## config.mk

```make
export PLATFORM = sky130hd
export DESIGN_NAME = fetch_queue_stage
export DESIGN_NICKNAME = d
export VERILOG_FILES = /design/src/rtl/fetch_queue_stage.sv
export SDC_FILE = /design/constraint.sdc
export NUM_CORES = 1
export LEC_CHECK = 0
export CAP_MARGIN = 20
export CORE_ASPECT_RATIO = 0.6
export CORE_MARGIN = 3
export CORE_UTILIZATION = 47
export DETAILED_ROUTE_END_ITERATION = 8
export MAX_ROUTING_LAYER = met4
export PLACE_DENSITY = 0.77
export SYNTH_ARGS = -nofsm -noshare
export SYNTH_HDL_FRONTEND = slang
export SYNTH_SLANG_ARGS = --single-unit
export TNS_END_PERCENT = 30
```

## constraint.sdc

```tcl
create_clock -name clk -period 6.9 [get_ports clk]
set_input_delay 2.07 -clock clk [delete_from_list [all_inputs] [get_ports clk]]
set_output_delay 2.07 -clock clk [all_outputs]
set_load 0.02 [all_outputs]
```

## src/rtl/fetch_queue_stage.sv

```systemverilog
// Instruction-fetch stage: PC register, combinational imem request and a small
// in-order queue that hands {instr, pc, pc+step} to decode over valid/ready.
module fetch_queue_stage #(
  parameter int               XLEN     = 32,
  parameter int               PC_STEP  = 4,
  parameter logic [XLEN-1:0]  RESET_PC = '0,
  parameter int               DEPTH    = 2
) (
  input  logic            clk,
  input  logic            rst,
  input  logic            redirect_i,
  input  logic [XLEN-1:0] redirect_pc_i,
  output logic [XLEN-1:0] imem_addr_o,
  output logic            imem_en_o,
  input  logic [XLEN-1:0] imem_rdata_i,
  output logic            valid_d_o,
  input  logic            ready_d_i,
  output logic [XLEN-1:0] instr_d_o,
  output logic [XLEN-1:0] pc_d_o,
  output logic [XLEN-1:0] pc_plus_d_o
);

  localparam int PTR_W = (DEPTH > 1) ? $clog2(DEPTH) : 1;
  localparam int CNT_W = PTR_W + 1;
  localparam logic [CNT_W-1:0] DEPTH_C = CNT_W'(DEPTH);
  localparam logic [XLEN-1:0]  STEP_C  = XLEN'(PC_STEP);

  logic [XLEN-1:0]  pc;
  logic [XLEN-1:0]  pc_next_seq;
  logic [PTR_W-1:0] rd_ptr;
  logic [PTR_W-1:0] wr_ptr;
  logic [CNT_W-1:0] count;

  logic [XLEN-1:0]  instr_mem   [DEPTH];
  logic [XLEN-1:0]  pc_mem      [DEPTH];
  logic [XLEN-1:0]  pc_plus_mem [DEPTH];

  logic             not_empty;
  logic             pop;
  logic             push;

  assign pc_next_seq = pc + STEP_C;
  assign not_empty   = (count != '0);
  assign pop         = not_empty & ready_d_i;

  // A full queue may still fetch when decode drains the head in the same cycle.
  assign push        = rst & ~redirect_i & ((count < DEPTH_C) | pop);

  assign imem_addr_o = pc;
  assign imem_en_o   = push;

  always_ff @(posedge clk) begin
    if (!rst) begin
      pc <= RESET_PC;
    end else if (redirect_i) begin
      pc <= redirect_pc_i;
    end else if (push) begin
      pc <= pc_next_seq;
    end
  end

  always_ff @(posedge clk) begin
    if (!rst) begin
      rd_ptr <= '0;
      wr_ptr <= '0;
      count  <= '0;
    end else if (redirect_i) begin
      rd_ptr <= '0;
      wr_ptr <= '0;
      count  <= '0;
    end else begin
      if (push) begin
        wr_ptr <= wr_ptr + PTR_W'(1);
      end
      if (pop) begin
        rd_ptr <= rd_ptr + PTR_W'(1);
      end
      case ({push, pop})
        2'b10:   count <= count + CNT_W'(1);
        2'b01:   count <= count - CNT_W'(1);
        default: count <= count;
      endcase
    end
  end

  // Payload storage needs no reset: outputs are masked while the queue is empty.
  always_ff @(posedge clk) begin
    if (push) begin
      instr_mem[wr_ptr]   <= imem_rdata_i;
      pc_mem[wr_ptr]      <= pc;
      pc_plus_mem[wr_ptr] <= pc_next_seq;
    end
  end

  always_comb begin
    valid_d_o   = not_empty;
    instr_d_o   = '0;
    pc_d_o      = '0;
    pc_plus_d_o = '0;
    if (not_empty) begin
      instr_d_o   = instr_mem[rd_ptr];
      pc_d_o      = pc_mem[rd_ptr];
      pc_plus_d_o = pc_plus_mem[rd_ptr];
    end
  end

endmodule

```

==> results of run 1 <==
-- critical path: stages --
cell,delay (ns)
clkdlybuf4s50_1,0.47
nor2b_1,0.15
buf_4,0.19
nand2_1,0.06
buf_4,0.16
inv_1,0.16
clkdlybuf4s50_1,0.64
-- area by class of cell --
class | count | area (sq um) | share of cell area
Antenna cell | 1 | 2.50 | 0.000198
Clock buffer | 29 | 566 | 0.0448
Clock inverter | 8 | 118 | 0.00931
Inverter | 8 | 30.0 | 0.00238
Multi-Input combinational cell | 459 | 3080 | 0.244
Sequential cell | 225 | 6390 | 0.506
Tap cell | 273 | 342 | 0.0270
Timing Repair Buffer | 215 | 2110 | 0.167
-- cells by family after synthesis --
| logic type | after synthesis |
|---|---|
| muxes | 98 |
| xor gates and xnor gates | 38 |
| and+or+nand+nor | 251 |
| buffers and inverters | 67 |
| adders and majority gates | 2 |
| DFF | 225 |
| AOI/OAI and AO/OA | 70 |
-- layer usage --
metal	routed length, microns	vias up	track usage
met4	281	0	0.0316
met5	0	-	-
li1	-	3128	-
met3	2070	33	0.0472
met2	10200	297	0.300
met1	11000	3271	0.322
-- synth_stat cells, drive strengths merged, types with 2 or more instances --
master,n,area share
o221a,2,0.0023
nor2,119,0.046
or3,4,0.0026
a21oi,11,0.0057
dfxtp,37,0.076
nor4,10,0.0077
clkinv,2,0.00077
o211ai,2,0.0015
a41oi,3,0.0027
nand2,31,0.012
nand2b,3,0.0019
nand3,18,0.0093
a311oi,7,0.0063
xnor2,25,0.023
nor2b,6,0.0039
nand4b,2,0.0018
and3,13,0.0084
nand3b,2,0.0015
clkbuf,35,0.014
nor3b,5,0.0039
a21boi,2,0.0015
a22oi,3,0.0023
a221o,3,0.0031
and4,7,0.0063
buf,24,0.012
nor3,8,0.0041
a31oi,6,0.0039
or4,2,0.0015
a21o,2,0.0015
mux2i,97,0.10
and2,3,0.0019
o21ai,20,0.010
nand4,16,0.012
xor2,13,0.012
edfxtp,188,0.58
inv,6,0.0023
a211oi,3,0.0023
ha,2,0.0026
-- sequential cells by signal (all words and copies together), names as in the netlist, named ones only --
register,flops
rd_ptr,1
count,2
instr_mem,64
pc_plus_mem,64
pc_mem,60
wr_ptr,1
imem_addr_o,32
-- power by group through the flow --
stage | clock network, mW | logic [mW] | registers, mW
after floorplan | 0 | 0.138 | 1.60
after global placement | 0 | 0.281 | 1.61
after detailed placement | 0 | 0.285 | 1.61
after CTS | 1.19 | 0.286 | 1.58
after global routing | 1.24 | 0.307 | 1.59
final | 1.16 | 0.285 | 1.58
-- final timing paths --
kind,start,to,cells after the start
setup reg to reg,imem_addr_o[2]$_SDFFE_PN0P_,pc_plus_mem[1][26]$_DFFE_PP_,6
hold reg to reg,imem_addr_o[0]$_SDFFE_PN0P_,pc_plus_mem[1][0]$_DFFE_PP_,0
hold / removal,imem_addr_o[0]$_SDFFE_PN0P_,pc_plus_mem[1][0]$_DFFE_PP_,0
setup / recovery,rst,imem_en_o,7
==> metrics.txt, run 1 <==
status=complete, no violations; Final TNS setup=0 ns; area of the die=22,500 sq um; WL/cell=19.3 microns; final design utilization=0.626; RSZ-0062 raised after global routing=no; Max Buffers Root-to-Sink=3; largest net degree at the start of global routing=53; Sw Ratio=0.223; DIE HEIGHT=117 microns; Async SR Flop Fraction=0; fmax=167 MHz; worst-path maximum fanout=9; commonest non-fill, non-tap cell in the layout=clkdlybuf4s50_1; number of synthesized flops with an enable pin=188; Tot Pwr=3.03 mW; initial antenna violation count=1; complex-gate fraction of the synthesized area=0.0488; drt first-iter violations=545; Die W=192 microns; leakage power total=4.10 nW; Period minus WS final=5.97 ns; share of cells above drive strength 1=0.0646; Internal Power=2.35 mW; RD Place Congestion=0.814; Power Density=240 nW/um^2; hpwl dp=15,400 microns; first-pass iteration count of the detailed router=5; Area Overhead vs Synth=30.0%; main combinational cell family by area after synthesis=simple AND/OR/NAND/NOR gates; Slew Viols, Final=0; Top Ports=198; Post-Route WL=23,500 microns; DR vias/cell=5.52; Worst-path clk slew=0.06 ns; Critical Path AT=3.90 ns; Fillers=1,542; setup ws final=0.929 ns; post-CTS setup buffer count=0; Worst slew margin=0.283; Tcrit/Tclk final=0.865; Worst VDD drop=0.196 mV; clock share of power=0.384; drt drc=0; CTS root buffer=clkbuf_16; critical path capture point type=primary output; post-CTS resize count=0; H-Tree Depth=1; total number of vias=6,729; cts hold-fix bufs=0; row count=40; finished layout cell area=12,600 sq um; core area=20,200 sq um; final hold violation count=0; clk_skew=0.0167 ns; final non-filler cell total=1,218; Synth Area in Adders=0.00258; crit start category=primary input; Setup-failing EPs final=0; synthesized instance count=751; Synth warnings=0; Hold Slack=0.484 ns; post-synthesis average cell area=12.9 sq um; sequential cell area fraction in the yosys report=0.657; Worst Max-Slew Pin Slew=1.07 ns; power share of the sequential group=0.522; first-pass GRT wire length=36,600 microns; Worst EP required=4.83 ns; most frequent cells in the layout=clkdlybuf4s50_1, edfxtp_1, nor2_1, mux2i_1, dfxtp_1; mux share of post-synthesis cell area=0.101; HP Class=flip-flop to flip-flop; CTS tree=built; number of routed nets with antenna violations=0; MaxCap Viol Count=0; Yosys reg bits=225; NetSw=0.677 mW; fin nets=1,000; clk_lat worst skew=0.49 ns; Syn Nets=821; initial core utilization=0.482; port bufs=197; GRT overflow=0; total clock buffers created by CTS=21; vias in the first global route=6,400; Setup CP Type=primary input to primary output; Synth cell types=53; Placement Cell Area=11,900 sq um; clk sink count=225; Synth Cell Area=9710 sq um; Place WS=0.926 ns; Logic pwr share=0.094; GRT Total Usage=0.212; r2r setup slk=4.51 ns; main flop type after synthesis=edfxtp_1; Synth Area in XOR/XNOR=0.0343; Inst Count DP=1,180; post-synthesis simple-gate area fraction=0.127
Note: power is estimated with default switching activity, not from simulation.
==> run 2, diff against run 1 <==
--- a/config.mk
+++ b/config.mk
@@ -7,7 +7,7 @@
 export LEC_CHECK = 0
 export CAP_MARGIN = 20
 export CORE_ASPECT_RATIO = 0.6
-export CORE_MARGIN = 3
+export CORE_MARGIN = 8
 export CORE_UTILIZATION = 47
 export DETAILED_ROUTE_END_ITERATION = 8
 export MAX_ROUTING_LAYER = met4
==> run 2 against run 1 <==
Against the previous run: critical path depth did not move; register-to-register slack got worse by 0.55 ns; setup slack got worse by 0.055 ns; clock skew fell by 0.0016 ns; non-clock buffer count did not move; sequential cell count did not move; combinational power rose by 1%; final cell count rose by 0.16%; critical endpoint unchanged; largest cell class unchanged.
==> metrics.txt, run 2 (synthesized netlist as in run 1, its figures left out) <==
status=complete, no violations; r2r setup slk=3.96 ns (-0.55 ns); min-delay src=imem_addr_o[0]$_SDFFE_PN0P_; Tot Pwr=2.97 mW (-2.1%); Tcrit/Tclk final=0.873 (+0.00799); Setup-failing EPs final=0 (unchanged); Critical Path AT=3.96 ns (+0.06 ns); vias in the first global route=6,499 (+1.5%); Setup CP Type=primary input to primary output; Fillers=1,593 (+3.3%); DR vias/cell=5.47 (-1.0%); clk_lat worst skew=0.50 ns (about the same); core area=20,100 sq um (-0.25%); Worst VDD drop=0.177 mV (-9.8%); critical path capture point type=primary output; Inst Count DP=1,179 (-0.085%); power share of the sequential group=0.532 (+0.010); Place WS=0.874 ns (-0.0522 ns); H-Tree Depth=1 (unchanged); Worst slew margin=0.297 (+0.0134); largest net degree at the start of global routing=79 (+49%); Internal Power=2.28 mW (-2.9%); RSZ-0062 raised after global routing=no; GRT overflow=0 (unchanged); FF-to-FF Start=count[1]$_SDFFE_PP0P_; commonest non-fill, non-tap cell in the layout=clkdlybuf4s50_1; drt first-iter violations=471 (-14%); final design utilization=0.628 (+0.00156); CTS tree=built; cts hold-fix bufs=0 (unchanged); Worst-path clk slew=0.06 ns (about the same); initial antenna violation count=0 (-1); Hold Slack=0.504 ns (+0.0204 ns); Max Buffers Root-to-Sink=3 (unchanged); reg2reg path depth=7 (+1); finished layout cell area=12,600 sq um (unchanged); post-CTS setup buffer count=0 (unchanged); leakage power total=4.09 nW (-0.14%); clk_skew=0.0151 ns (-0.00160 ns); Worst Hold Endpoint=pc_plus_mem[1][0]$_DFFE_PP_; antenna cells=0 (-1); area of the die=25,700 sq um (+14%); worst-path maximum fanout=9 (unchanged); fin nets=1,001 (+0.10%); Power Density=235 nW/um^2 (-2.1%); GRT Total Usage=0.189 (-0.0234); clk sink count=225 (unchanged); MaxCap Viol Count=0 (unchanged); Final TNS setup=0 ns (unchanged); Sw Ratio=0.230 (+0.00696); hpwl dp=16,600 microns (+7.9%); Worst EP required=4.83 ns (about the same); DIE HEIGHT=127 microns (+8.5%); share of cells above drive strength 1=0.0644 (-0.000205); drt drc=0 (unchanged); number of routed nets with antenna violations=0 (unchanged); CTS root buffer=clkbuf_16; row count=40 (unchanged); Post-Route WL=24,400 microns (+3.8%); Worst Max-Slew Pin Slew=1.05 ns (-0.0199 ns); total number of vias=6,670 (-0.88%); Largest regs=instr_mem (64), pc_plus_mem (64), pc_mem (60); WL/cell=20.0 microns (+3.6%); port bufs=197 (unchanged); first-pass GRT wire length=37,800 microns (+3.4%); RD Place Congestion=0.817 (+0.34%); initial core utilization=0.483 (+0.00120); crit start category=primary input; setup ws final=0.874 ns (-0.0551 ns); clock share of power=0.370 (-0.014); Area Overhead vs Synth=30.0% (unchanged); Worst R2R End=count[1]$_SDFFE_PP0P_; final hold violation count=0 (unchanged); post-CTS resize count=0 (unchanged); total clock buffers created by CTS=22 (+4.8%); fmax=166 MHz (-0.91%); WHS Path Cells=0 (unchanged); first-pass iteration count of the detailed router=6 (+1); final non-filler cell total=1,220 (+0.16%); most frequent cells in the layout=clkdlybuf4s50_1, edfxtp_1, nor2_1, mux2i_1, dfxtp_1; Logic pwr share=0.097 (+0.003); Die W=202 microns (+5.2%); Placement Cell Area=11,900 sq um (about the same); HP Class=flip-flop to flip-flop; Slew Viols, Final=0 (unchanged); Top Ports=198 (unchanged); NetSw=0.683 mW (+0.98%); Period minus WS final=6.03 ns (+0.0551 ns)
==> run 2: cell count changes in the layout (fill, tap and decap cells not counted), sizes merged <==
cell	delta
clkbuf	+3
bufinv	-3
clkinvlp	+1
diode	-1
clkinv	+2
==> run 2: power groups by stage <==
stage | clock (mW) | combinational, mW | sequential, mW
CTS | 1.12 | 0.290 | 1.58
global placement | 0 | 0.284 | 1.61
floorplan | 0 | 0.138 | 1.60
finish | 1.10 | 0.289 | 1.58
detailed placement | 0 | 0.288 | 1.61
global route | 1.18 | 0.311 | 1.59
==> run 2: area by class of cell <==
type                       count  area [sq um]  area share
inverter                       8          30.0     0.00238
timing repair buffer         215          2140       0.169
sequential                   225          6390       0.506
multi-input combinational    459          3080       0.244
clock inverter                 8          43.8     0.00347
tap                          273           342      0.0270
clock buffer                  32           609      0.0482
==> run 2: worst max-delay path: stages <==
cell and delay [ns]:
clkdlybuf4s50_1 0.48, nor2b_1 0.19, buf_4 0.20, nand2_1 0.06, buf_4 0.16, inv_1 0.16
clkdlybuf4s50_1 0.64
==> run 2: routing by layer <==
metal	vias up	track usage	wire length, microns
li1	3139	-	-
met1	3241	0.274	11900
met2	266	0.268	10400
met3	24	0.0477	1820
met4	0	0.0325	302
met5	-	-	0
==> run 2: worst max path at each step <==
stage                     from                         to  slack (ns)  cells past startpoint
after floorplan            rst  instr_mem[0][0]$_DFFE_PP_        1.39                      4
after global placement     rst                  imem_en_o        0.89                      7
after detailed placement   rst                  imem_en_o        0.87                      7
after CTS                  rst                  imem_en_o        0.87                      7
after global routing       rst                  imem_en_o        0.80                      7
final                      rst                  imem_en_o        0.87                      7
